**config.mk**
```make
export PLATFORM = sky130hd
export DESIGN_NAME = hazard_forward_ctrl
export DESIGN_NICKNAME = d
export VERILOG_FILES = /design/src/rtl/hazard_forward_ctrl_pkg.sv /design/src/rtl/hazard_forward_ctrl_mc_scoreboard.sv /design/src/rtl/hazard_forward_ctrl.sv
export SDC_FILE = /design/constraint.sdc
export NUM_CORES = 1
export LEC_CHECK = 0
export CELL_PAD_IN_SITES_DETAIL_PLACEMENT = 1
export CELL_PAD_IN_SITES_GLOBAL_PLACEMENT = 2
export CORE_MARGIN = 5
export CORE_UTILIZATION = 29
export DETAILED_ROUTE_END_ITERATION = 8
export PLACE_DENSITY = 0.79
export REMOVE_ABC_BUFFERS = 1
export SLEW_MARGIN = 30
export SYNTH_ARGS = -nofsm -noshare
export SYNTH_HDL_FRONTEND = slang
export SYNTH_SLANG_ARGS = --single-unit
```
**constraint.sdc**
```tcl
create_clock -name CLK -period 3.57 [get_ports CLK]
set_clock_uncertainty 0.2 [all_clocks]
set_input_delay 0.714 -clock CLK [delete_from_list [all_inputs] [get_ports CLK]]
set_output_delay 0.714 -clock CLK [all_outputs]
set_load 0.02 [all_outputs]
```
**src/rtl/hazard_forward_ctrl_pkg.sv**
```systemverilog
// Shared definitions for the hazard/forwarding controller: operand forwarding
// select encodings and small helpers used by the top and the scoreboard.
package hazard_forward_ctrl_pkg;

    localparam logic [1:0] FWD_REG    = 2'd0;
    localparam logic [1:0] FWD_M_ALU  = 2'd1;
    localparam logic [1:0] FWD_M_LOAD = 2'd2;
    localparam logic [1:0] FWD_WB     = 2'd3;

    // M beats WB; a load sitting in M is only usable when the memory answers
    // in the same cycle, otherwise the interlock has already kept it out.
    function automatic logic [1:0] fwd_select(
        input logic hit_m,
        input logic m_is_load,
        input logic load_fwd,
        input logic hit_wb
    );
        logic [1:0] sel;
        sel = FWD_REG;
        if (hit_m) begin
            if (m_is_load) begin
                sel = load_fwd ? FWD_M_LOAD : FWD_REG;
            end else begin
                sel = FWD_M_ALU;
            end
        end else if (hit_wb) begin
            sel = FWD_WB;
        end
        return sel;
    endfunction

    function automatic int cnt_width(input int lat);
        return $clog2(lat + 1);
    endfunction

endpackage

```
**src/rtl/hazard_forward_ctrl_mc_scoreboard.sv**
```systemverilog
// Multi-cycle unit tracker: latency countdown, destination register and the
// per-register pending vector that the ID hazard logic consults.
module mc_scoreboard
    import hazard_forward_ctrl_pkg::*;
#(
    parameter int REG_AW = 5,
    parameter int MC_LAT = 4
) (
    input  logic                   i_clk,
    input  logic                   i_rst_n,
    input  logic                   i_issue,
    input  logic [REG_AW-1:0]      i_issue_wa,
    input  logic                   i_issue_we,
    output logic [2**REG_AW-1:0]   o_pending,
    output logic [REG_AW-1:0]      o_wa,
    output logic                   o_busy,
    output logic                   o_done
);

    localparam int CNT_W = cnt_width(MC_LAT);
    localparam int NREG  = 2 ** REG_AW;

    logic [CNT_W-1:0]  r_cnt;
    logic [NREG-1:0]   r_pending;
    logic [REG_AW-1:0] r_wa;

    logic w_busy;
    logic w_done;
    logic w_set;

    assign w_busy = (r_cnt != '0);
    assign w_done = (r_cnt == CNT_W'(1));
    assign w_set  = i_issue && i_issue_we && (i_issue_wa != '0);

    // Issue is blocked while busy, so a set never lands on the done edge.
    always_ff @(posedge i_clk or negedge i_rst_n) begin
        if (!i_rst_n) begin
            r_cnt     <= '0;
            r_pending <= '0;
            r_wa      <= '0;
        end else begin
            if (i_issue) begin
                r_cnt <= CNT_W'(MC_LAT);
                r_wa  <= i_issue_wa;
            end else if (w_busy) begin
                r_cnt <= r_cnt - CNT_W'(1);
            end
            if (w_done) begin
                r_pending[r_wa] <= 1'b0;
            end
            if (w_set) begin
                r_pending[i_issue_wa] <= 1'b1;
            end
        end
    end

    assign o_pending = r_pending;
    assign o_wa      = r_wa;
    assign o_busy    = w_busy;
    assign o_done    = w_done;

endmodule

```
**src/rtl/hazard_forward_ctrl.sv**
```systemverilog
// Forwarding selects, ID-stage interlock and multi-cycle issue control for the
// 5-stage pipeline, plus a saturating count of stalled cycles.
module hazard_forward_ctrl
    import hazard_forward_ctrl_pkg::*;
#(
    parameter int REG_AW    = 5,
    parameter int LOAD_IN_M = 1,
    parameter int MC_LAT    = 4,
    parameter int PERF_W    = 32
) (
    input  logic              CLK,
    input  logic              RSTn,
    input  logic [REG_AW-1:0] ID_RA1,
    input  logic [REG_AW-1:0] ID_RA2,
    input  logic              ID_RE1,
    input  logic              ID_RE2,
    input  logic [REG_AW-1:0] ID_REG_WA,
    input  logic              ID_REG_WE,
    input  logic              ID_isMC,
    input  logic              Flush,
    input  logic [REG_AW-1:0] EX_REG_RA1,
    input  logic [REG_AW-1:0] EX_REG_RA2,
    input  logic              EX_RE1,
    input  logic              EX_RE2,
    input  logic [REG_AW-1:0] EX_REG_WA,
    input  logic              EX_REG_WE,
    input  logic              EX_isLoad,
    input  logic [REG_AW-1:0] M_REG_WA,
    input  logic              M_REG_WE,
    input  logic              M_isLoad,
    input  logic [REG_AW-1:0] WB_REG_WA,
    input  logic              WB_REG_WE,
    output logic [1:0]        RegVal1Select,
    output logic [1:0]        RegVal2Select,
    output logic              ID_Stall,
    output logic              EX_Bubble,
    output logic              MC_Start,
    output logic              MC_Done,
    output logic [REG_AW-1:0] MC_WA,
    output logic              MC_Busy,
    output logic [PERF_W-1:0] StallCount
);

    localparam int   NREG     = 2 ** REG_AW;
    localparam logic LOAD_FWD = (LOAD_IN_M != 0);

    logic [NREG-1:0]   w_pending;
    logic [REG_AW-1:0] w_mc_wa;
    logic              w_mc_busy;
    logic              w_mc_done;

    logic w_ex1_m, w_ex1_wb, w_ex2_m, w_ex2_wb;
    logic w_src1, w_src2;
    logic w_lu, w_raw, w_waw, w_str;
    logic w_stall, w_issue;

    logic [PERF_W-1:0] r_stall_cnt;

    // EX operand forwarding
    assign w_ex1_m  = EX_RE1 && (EX_REG_RA1 != '0) && M_REG_WE  && (EX_REG_RA1 == M_REG_WA);
    assign w_ex1_wb = EX_RE1 && (EX_REG_RA1 != '0) && WB_REG_WE && (EX_REG_RA1 == WB_REG_WA);
    assign w_ex2_m  = EX_RE2 && (EX_REG_RA2 != '0) && M_REG_WE  && (EX_REG_RA2 == M_REG_WA);
    assign w_ex2_wb = EX_RE2 && (EX_REG_RA2 != '0) && WB_REG_WE && (EX_REG_RA2 == WB_REG_WA);

    assign RegVal1Select = fwd_select(w_ex1_m, M_isLoad, LOAD_FWD, w_ex1_wb);
    assign RegVal2Select = fwd_select(w_ex2_m, M_isLoad, LOAD_FWD, w_ex2_wb);

    // ID hazards; register 0 reads never create a dependency
    assign w_src1 = ID_RE1 && (ID_RA1 != '0);
    assign w_src2 = ID_RE2 && (ID_RA2 != '0);

    assign w_lu  = !LOAD_FWD && EX_isLoad && EX_REG_WE &&
                   ((w_src1 && (ID_RA1 == EX_REG_WA)) ||
                    (w_src2 && (ID_RA2 == EX_REG_WA)));
    assign w_raw = (w_src1 && w_pending[ID_RA1]) ||
                   (w_src2 && w_pending[ID_RA2]);
    assign w_waw = ID_REG_WE && w_pending[ID_REG_WA];
    assign w_str = ID_isMC && w_mc_busy;

    // Gated by RSTn so the interlock and issue pulse are quiet during reset.
    assign w_stall = RSTn && !Flush && (w_lu || w_raw || w_waw || w_str);
    assign w_issue = RSTn && !Flush && ID_isMC && !w_stall;

    assign ID_Stall  = w_stall;
    assign EX_Bubble = w_stall;
    assign MC_Start  = w_issue;

    mc_scoreboard #(
        .REG_AW (REG_AW),
        .MC_LAT (MC_LAT)
    ) u_mc_scoreboard (
        .i_clk      (CLK),
        .i_rst_n    (RSTn),
        .i_issue    (w_issue),
        .i_issue_wa (ID_REG_WA),
        .i_issue_we (ID_REG_WE),
        .o_pending  (w_pending),
        .o_wa       (w_mc_wa),
        .o_busy     (w_mc_busy),
        .o_done     (w_mc_done)
    );

    assign MC_WA   = w_mc_wa;
    assign MC_Busy = w_mc_busy;
    assign MC_Done = w_mc_done;

    always_ff @(posedge CLK or negedge RSTn) begin
        if (!RSTn) begin
            r_stall_cnt <= '0;
        end else if (w_stall && (r_stall_cnt != '1)) begin
            r_stall_cnt <= r_stall_cnt + PERF_W'(1);
        end
    end

    assign StallCount = r_stall_cnt;

endmodule
```
==> flow_summary.json, run 1 <==
{
  "status": "finished clean",
  "die_x_um": 138,
  "initial_utilization_pct": 29.7,
  "fillerInstances": 1810,
  "post-route-period-util_pct": 99.1,
  "cts_tree": "done",
  "die_h_um": 138,
  "multi_input_area_mm2": 0.00291,
  "clockRootBuffer": "clkbuf_16",
  "dp_hpwl_um": 13400,
  "async_flop_share_pct": 100,
  "synth_edf_count": 0,
  "synth-main-ff-cell": "dfrtp_1",
  "cts.sinks": 72,
  "holdPathStages": 1,
  "worstMarginPinSlew_ps": 735,
  "final.setup.tns_ps": 0,
  "io_buffers": 92,
  "seq_area_mm2": 0.00180,
  "place_congestion": 0.892,
  "fin_crit_ps": 3540,
  "placed_cells": 841,
  "setup_viol": 0,
  "synth.avg_cell_area_um2": 9.81,
  "worstPathMaxFanout": 7,
  "wl_um": 18200,
  "area_growth_pct": 50.8,
  "drive_gt1_share_pct": 27.6,
  "hold_violations": 0,
  "ant_nets": 0,
  "grt_pass1_vias": 5204,
  "p_per_area_mw_per_mm2": 462,
  "ir_drop_v": 0.000277,
  "post_drt_wl_per_cell_um": 20.6,
  "route.detailed.drc": 0,
  "die_area_mm2": 0.0190,
  "num_rows": 46,
  "synth_warnings": 0,
  "criticalPathCategory": "in -> out",
  "synth_top_area_share_pct": 38.1,
  "drv_cap": 0,
  "drt_iter0_drc": 330,
  "netlist_top_cells_area": "dfrtp_1 (38%), xnor2_1 (9.6%), mux4_2 (6.2%), mux2i_1 (5.7%), o31ai_1 (4.6%)",
  "fmax_ghz": 0.283,
  "overflow": 0,
  "fin_cells": 880,
  "via_per_inst": 5.35,
  "htree_levels": 3,
  "p_leak_nw": 2.77,
  "yosysTopAreaCell": "dfrtp_1",
  "syn_area_mm2": 0.00473,
  "slew-limit-headroom_pct": 50.8,
  "synthCells": 482,
  "hold_ws_ps": 291,
  "core-area_mm2": 0.0159,
  "io_pins": 100,
  "worstPathRequired_ps": 2660,
  "r2r_cells": 11,
  "groute.usage.overall_pct": 19.4,
  "cts_buffers": 9,
  "min_path_type": "reg -> reg",
  "slew_violations": 0,
  "grt_max_degree": 48,
  "diodes": 0,
  "grt_pass1_wl_um": 28400,
  "cts_buffer_depth": 2,
  "setup_ws_ps": 33.0,
  "antenna_found_initial": 0,
  "cts.reportedPaths.clkPinSlew_ps": 60,
  "p_total_w": 0.00329,
  "start_kind": "primary input",
  "arrival_ps": 2620,
  "ys_ff_latch": 72,
  "pre_cts_ws_ps": -1120,
  "crit_path_end_kind": "primary output",
  "vias": 4706,
  "final_nets": 717,
  "synthDistinctLibCells": 47,
  "yosysSeqAreaShare_pct": 38.1,
  "firstDrtPassIters": 4,
  "insertion_delay_ps": 330
}
critical path, stage by stage:
cell	delay, ps
buf_6	70
buf_8	120
mux4_2	500
mux4_2	480
and3_4	180
nor4_4	180
nand2_2	170
inv_2	80
buf_6	110
layer usage:
| layer | vias up | GRT usage (%) | routed length (µm) |
|---|---|---|---|
| met5 | - | 0 | 0 |
| met4 | 0 | 7.79 | 495 |
| met3 | 30 | 3.32 | 760 |
| met2 | 109 | 33.5 | 9090 |
| li1 | 2158 | - | - |
| met1 | 2409 | 24.0 | 7810 |
stage by stage:
| step | instance area (µm²) | util (%) |
|---|---|---|
| after floorplan | 4580 | - |
| after global placement | 6430 | 40.3 |
| after detailed placement | 6430 | 40.3 |
| after CTS | 6980 | 43.8 |
| after global routing | 7130 | 44.7 |
| final | 7130 | 44.7 |
cell usage after synthesis, drive strengths merged (5+ instances only):
cell type,n
nor2,20
o31ai,29
mux2,8
and3,15
nand2b,8
nor3,11
or3,5
o21ai,39
mux4,13
xnor2,52
dfrtp,72
buf,12
nand3b,13
mux2i,27
nor4,6
nand4,21
inv,5
nand2,31
nand3,30
clkbuf,17
power by group:
part           internal, W  switching [W]
Combinational     0.000576       0.000572
Clock             0.000652       0.000353
Sequential        0.000952       0.000188
worst paths after layout:
check,start,end,slack (ps)
max,ID_RA1[0],MC_Start,30
min,StallCount[20],StallCount[20],290
max reg2reg,u_mc_scoreboard.o_pending[4],u_mc_scoreboard.o_pending[11],360
min reg2reg,StallCount[20],StallCount[20],290
max in group asynchronous,RSTn,u_mc_scoreboard.o_pending[25],1930
min in group asynchronous,RSTn,u_mc_scoreboard.o_wa[0],300
what timing repair did:
item	CTS	global route
hold buffers	0	0
pin swaps	13	8
cloned	0	1
buffers inserted	13	10
gates resized for setup	77	25
endpoints found under the setup margin	69	7
area by class of cell:
type | count | area share, %
multi-input combinational | 376 | 40.9
sequential | 72 | 25.3
timing repair buffer | 195 | 25.2
tap | 216 | 3.79
clock buffer | 12 | 3.60
clock inverter | 4 | 1.07
inverter | 5 | 0.263
cell families (layout without fill, tap and decap cells):
group / after synthesis / in the layout / share of synthesized area [%]
buffers and inverters: 34 / 216 / 3.54
AO/OA/AOI/OAI: 88 / 88 / 12.0
adder cells (fa/ha/maj): 4 / 4 / 1.06
multiplexers: 48 / 48 / 13.8
AND/OR/NAND/NOR: 184 / 184 / 21.9
flip-flops: 72 / 72 / 38.1
XOR/XNOR: 52 / 52 / 9.63
state kept, by name (all words and copies together) (netlist names):
signal / flops
u_mc_scoreboard.o_wa: 5
u_mc_scoreboard.r_cnt: 3
StallCount: 32
u_mc_scoreboard.o_pending: 32
cell usage in the layout, fill, tap and decap left out, types with 3 or more instances in the layout:
master	n
nand3_1	30
buf_2	3
mux2_2	8
o21ai_0	33
nand2_1	30
and3_1	14
buf_4	89
buf_12	6
nor3_1	10
inv_1	4
nand4_1	21
o21ai_1	4
xnor2_1	52
nor4_1	5
o31ai_1	29
or4_1	4
mux2i_2	4
nand2b_1	8
mux2i_1	22
and4_1	3
or2_2	4
nor2b_1	4
clkbuf_16	10
or3_1	4
nor2_1	20
clkbuf_2	3
dlygate4sd2_1	6
ha_1	4
or3b_2	3
dfrtp_1	72
clkdlybuf4s50_1	72
nand3b_1	13
mux4_2	13
buf_6	10
(Power assumes the default switching activity.)
==> run 2: changes to the inputs <==
- SKIP_CTS_REPAIR_TIMING: not set -> 1
==> run 2 against run 1 <==
Via count fell by 1.7%; flip-flop and latch count stayed put; setup slack got worse by 1.9 ps; die area unchanged; first-iteration DRC count rose by 16%; clock-buffer cell count did not move; global-route usage fell by 0.39 points; sequential power hardly changed; highest routed layer unchanged; largest cell class unchanged; largest power group is now registers.
==> flow_summary.json, run 2 (same netlist as run 1, synthesis figures left out) <==
{
  "criticalPathCategory": "in -> out",
  "ant_nets": 0,
  "slew_violations": 0,
  "vias": 4626,
  "insertion_delay_ps": 330,
  "setup_ws_ps": 31.1,
  "final_nets": 700,
  "clockRootBuffer": "clkbuf_16",
  "fin_crit_ps": 3540,
  "grt_setup_unrepaired": "yes",
  "post-route-period-util_pct": 99.1,
  "layout_commonest_cell": "buf_4",
  "dp_hpwl_um": 13400,
  "diodes": 0,
  "fillerInstances": 1804,
  "cts_buffers": 9,
  "cts_tree": "done",
  "crit_path_end_kind": "primary output",
  "drv_cap": 0,
  "stdcell_area_mm2": 0.00703,
  "wl_um": 17800,
  "fmax_ghz": 0.283,
  "grt_max_degree": 48,
  "core-area_mm2": 0.0159,
  "firstDrtPassIters": 4,
  "area_growth_pct": 48.7,
  "via_per_inst": 5.36,
  "holdPathStages": 1,
  "arrival_ps": 2620,
  "start_kind": "primary input",
  "worstPathMaxFanout": 7,
  "dpl_cell_area_mm2": 0.00643,
  "worstMarginPinSlew_ps": 728,
  "utilization_pct": 44.1,
  "initial_utilization_pct": 29.7,
  "drive_gt1_share_pct": 25.5,
  "grt_pass1_vias": 5132,
  "antenna_found_initial": 0,
  "cts.sinks": 72,
  "min_path_type": "reg -> reg",
  "layout_common_cells": "buf_4 (76), dfrtp_1 (72), clkdlybuf4s50_1 (72), xnor2_1 (52), o21ai_0 (33)",
  "num_rows": 46,
  "place_congestion": 0.892,
  "groute.usage.overall_pct": 19.0,
  "io_buffers": 92,
  "pre_cts_ws_ps": -1120,
  "status": "finished clean",
  "final.setup.tns_ps": 0,
  "r2r_cells": 12,
  "fin_cells": 863,
  "drt_iter0_drc": 383,
  "placed_cells": 841,
  "die_area_mm2": 0.0190,
  "io_pins": 100,
  "p_per_area_mw_per_mm2": 465,
  "cts_buffer_depth": 2,
  "slew-limit-headroom_pct": 51.3,
  "htree_levels": 3,
  "die_h_um": 138,
  "die_x_um": 138,
  "ir_drop_v": 0.000276,
  "p_leak_nw": 2.79,
  "setup_viol": 0,
  "route.detailed.drc": 0,
  "worstPathRequired_ps": 2660,
  "cts.reportedPaths.clkPinSlew_ps": 60,
  "grt_pass1_wl_um": 27800,
  "overflow": 0,
  "hold_violations": 0,
  "post_drt_wl_per_cell_um": 20.6
}
## run 2: changes by cell type in the layout (fill, tap and decap cells not counted), sizes merged
cell	change
clkbuf	-2
clkdlybuf4s15	-1
dlymetal6s2s	+10
buf	-18
dlygate4sd2	-6
## run 2: path summary, 6_finish.rpt
path,start,end,slack (ps)
worst min register to register,StallCount[20],StallCount[20],290
worst max-delay path,ID_RA1[0],MC_Start,30
worst min-delay path,StallCount[20],StallCount[20],290
min in group asynchronous,RSTn,u_mc_scoreboard.o_wa[0],310
max in group asynchronous,RSTn,StallCount[12],1940
worst max register to register,u_mc_scoreboard.o_pending[4],StallCount[1],470
## run 2: critical path, cell delays in order
cell and delay, ps:
buf_6 70, buf_8 120, mux4_2 500, mux4_2 480, and3_4 180, nor4_4 180
nand2_2 170, inv_2 90, buf_6 110
## run 2: per-layer routing
| metal | wire, µm | GRT usage [%] |
|---|---|---|
| met4 | 526 | 7.24 |
| met1 | 7480 | 24.0 |
| met3 | 961 | 3.14 |
| met5 | 0 | 0 |
| met2 | 8810 | 32.4 |
## run 2: power breakdown
group          total, W  internal (W)  switching [W]
combinational   0.00113      0.000561       0.000568
sequential      0.00114      0.000952       0.000186
clock           0.00100      0.000652       0.000352
## run 2: area by class of cell
type                       count  area, µm²  area share, %
multi-input combinational    376       2930           41.7
sequential                    72       1800           25.6
timing repair buffer         178       1670           23.8
tap                          216        270           3.84
clock buffer                  12        256           3.65
clock inverter                 4       76.3           1.09
inverter                       5       18.8          0.267
## run 2: stage by stage
step	hold slack [ps]	power, W
floorplan	218	0.00160
global placement	281	0.00217
detailed placement	287	0.00221
CTS	303	0.00323
global route	318	0.00344
finish	291	0.00327
==> run 3: changes to the inputs <==
- ABC_AREA: not set -> 1
- CORE_UTILIZATION: 29 -> 26
- PLACE_DENSITY: 0.79 -> 0.8
==> run 3 against run 2 <==
Cell count is 48% higher; clock power rose by 14%; critical path depth increased by 4; flip-flop and latch count stayed put; via count is 32% higher; fmax increased by 0.95%; wire length is 19% higher; non-clock buffer count fell by 28; synthesized cell count rose by 80%; largest power group unchanged.
==> flow_summary.json, run 3 <==
{
  "power.share.clock_pct": 31.0,
  "antenna_found_initial": 0,
  "ys_ff_latch": 72,
  "synth.avg_cell_area_um2": 6.40,
  "core-area_mm2": 0.0210,
  "drive_gt1_share_pct": 10.2,
  "synthCells": 870,
  "yosys-top-cells-count": "nand2_1 (328), inv_1 (80), nand3_1 (75)",
  "synth_warnings": 0,
  "dp_hpwl_um": 16200,
  "hold_violations": 0,
  "p_seq_share_pct": 35.5,
  "synth_compound_area_share_pct": 6.63,
  "die_area_mm2": 0.0244,
  "groute.usage.overall_pct": 17.4,
  "pre_cts_ws_ps": -483,
  "io_pins": 100,
  "wl_um": 21100,
  "cts.reportedPaths.clkPinSlew_ps": 60,
  "overflow": 0,
  "cts.sinks": 72,
  "synth_top_family_by_area": "simple AND/OR/NAND/NOR gates",
  "via_per_inst": 4.77,
  "synth_edf_count": 0,
  "die_h_um": 156,
  "drt_iter0_drc": 243,
  "fin_crit_ps": 3510,
  "post_drt_wl_per_cell_um": 16.5,
  "num_rows": 53,
  "min_path_type": "in -> async",
  "worstPathRequired_ps": 2660,
  "drv_cap": 0,
  "post-route-period-util_pct": 98.2,
  "netSwitchingFraction_pct": 37.8,
  "worstMarginPinSlew_ps": 668,
  "io_buffers": 92,
  "synth_mux_area_share_pct": 0,
  "initial_utilization_pct": 26.5,
  "vias": 6102,
  "area_growth_pct": 35.7,
  "fmax_ghz": 0.285,
  "p_total_w": 0.00367,
  "htree_levels": 3,
  "grt_pass1_wl_um": 34200,
  "start_kind": "primary input",
  "ant_nets": 0,
  "combPwrFrac_pct": 33.5,
  "syn_area_mm2": 0.00557,
  "power.internal_w": 0.00228,
  "firstDrtPassIters": 4,
  "met2_usage_pct": 29.5,
  "criticalPathCategory": "in -> out",
  "synth-main-ff-cell": "dfrtp_1",
  "final_nets": 1057,
  "layout_common_cells": "nand2_1 (326), clkdlybuf4s50_1 (80), inv_1 (79), nand3_1 (74), nor2_1 (73)",
  "cts_buffer_depth": 2,
  "switchingPower_w": 0.00139,
  "slew_violations": 0,
  "yosys.area_share.simple_pct": 43.5,
  "ir_drop_v": 0.000272,
  "grt_setup_unrepaired": "yes",
  "setup_ws_ps": 64.4,
  "cts_buffers": 9,
  "status": "finished clean",
  "p_leak_nw": 3.68,
  "layout_commonest_cell": "nand2_1",
  "clockRootBuffer": "clkbuf_16",
  "crit_path_end_kind": "primary output",
  "insertion_delay_ps": 350,
  "grt_use_met3_pct": 1.83,
  "cts_tree": "done",
  "arrival_ps": 2590,
  "grt_max_degree": 44,
  "utilization_pct": 35.9,
  "yosysTopAreaCell": "dfrtp_1",
  "p_per_area_mw_per_mm2": 486,
  "route.detailed.drc": 0,
  "die_x_um": 156,
  "met1_usage_pct": 23.5,
  "slew-limit-headroom_pct": 55.1,
  "diodes": 0,
  "yosysMostFrequentCell": "nand2_1",
  "synthDistinctLibCells": 32,
  "place_congestion": 0.822,
  "async_flop_share_pct": 100,
  "grt_pass1_vias": 6494,
  "busiest_layer": "met2",
  "setup_viol": 0,
  "yosys.area_share.xor_xnor_pct": 6.77,
  "synth_adder_area_share_pct": 0.899,
  "yosysSeqAreaShare_pct": 32.4,
  "netlist_top_cells_area": "dfrtp_1 (32%), nand2_1 (22%), nand3_1 (6.7%), xor2_1 (6.0%), inv_1 (5.4%)",
  "synth_top_area_share_pct": 32.4,
  "worstPathMaxFanout": 9
}
==> run 3: changes by cell type in the layout (fill, tap and decap cells not counted), moves of 23 or more <==
cell,previous run,this run
xnor2_1,52,5
buf_4,76,53
o31ai_1,29,0
nand2_1,28,326
nor2_1,19,73
nand3_1,30,74
mux2i_1,25,0
xor2_1,0,38
inv_1,4,79
==> run 3: critical path: stages <==
cell	delay, ps
clkdlybuf4s50_1	530
clkinv_1	90
buf_4	180
nand2_1	70
nand2_1	90
nand2_1	70
nand2_1	50
nor2_1	110
nand2_1	70
nand2_2	90
nand4_4	140
nor2_4	180
clkbuf_2	200
==> run 3: per-layer routing <==
| layer | vias to the layer above | share of wire (%) |
|---|---|---|
| met3 | 19 | 3.2 |
| met5 | - | 0 |
| met2 | 101 | 47 |
| met1 | 2915 | 47 |
| met4 | 0 | 2.0 |
| li1 | 3067 | - |
==> run 3: power groups by stage <==
stage	logic (W)	registers (W)	clock network, W
3_3_place_gp	0.00119	0.00131	0
2_1_floorplan	0.000647	0.00127	0
6_report	0.00123	0.00130	0.00114
4_1_cts	0.00123	0.00130	0.00117
5_1_grt	0.00139	0.00135	0.00119
3_5_place_dp	0.00122	0.00131	0
==> run 3: area by class of cell <==
| cell class | instances | area [µm²] |
|---|---|---|
| clock buffer | 10 | 239 |
| clock inverter | 5 | 129 |
| fill | 2667 | 13500 |
| inverter | 87 | 329 |
| multi-input combinational | 679 | 3270 |
| sequential | 72 | 1800 |
| tap | 275 | 344 |
| timing repair buffer | 150 | 1450 |
==> run 3: cells by family (layout without fill, tap and decap cells) <==
logic type / count (synthesis) / in the layout
DFF: 72 / 72
adders and majority gates: 4 / 4
buffers and inverters: 119 / 252
and+or+nand+nor: 562 / 562
AOI/OAI and AO/OA: 70 / 70
xor gates and xnor gates: 43 / 43
==> run 3: final timing paths <==
| kind | slack (ps) | depth (start not counted) | end | startpoint |
|---|---|---|---|---|
| worst max-delay path | 60 | 13 | MC_Start | ID_REG_WA[1] |
| min in group CLK | 320 | 2 | u_mc_scoreboard.o_pending[16] | u_mc_scoreboard.o_pending[16] |
| max in group asynchronous | 2010 | 3 | u_mc_scoreboard.o_pending[23] | RSTn |
| worst min register to register | 320 | 2 | u_mc_scoreboard.o_pending[16] | u_mc_scoreboard.o_pending[16] |
| worst min-delay path | 210 | 2 | StallCount[27] | RSTn |
| worst max register to register | 930 | 10 | StallCount[1] | StallCount[3] |
==> run 3: per-stage QoR <==
step,instance area (µm²),hold slack (ps),TNS [ps],cells
2_1_floorplan,5350,218,0,838
5_1_grt,7560,252,-46.3,1278
6_report,7560,210,0,1278
4_1_cts,7470,223,-2160,1277
3_3_place_gp,7100,295,-2020,1262
3_5_place_dp,7100,301,-2040,1262
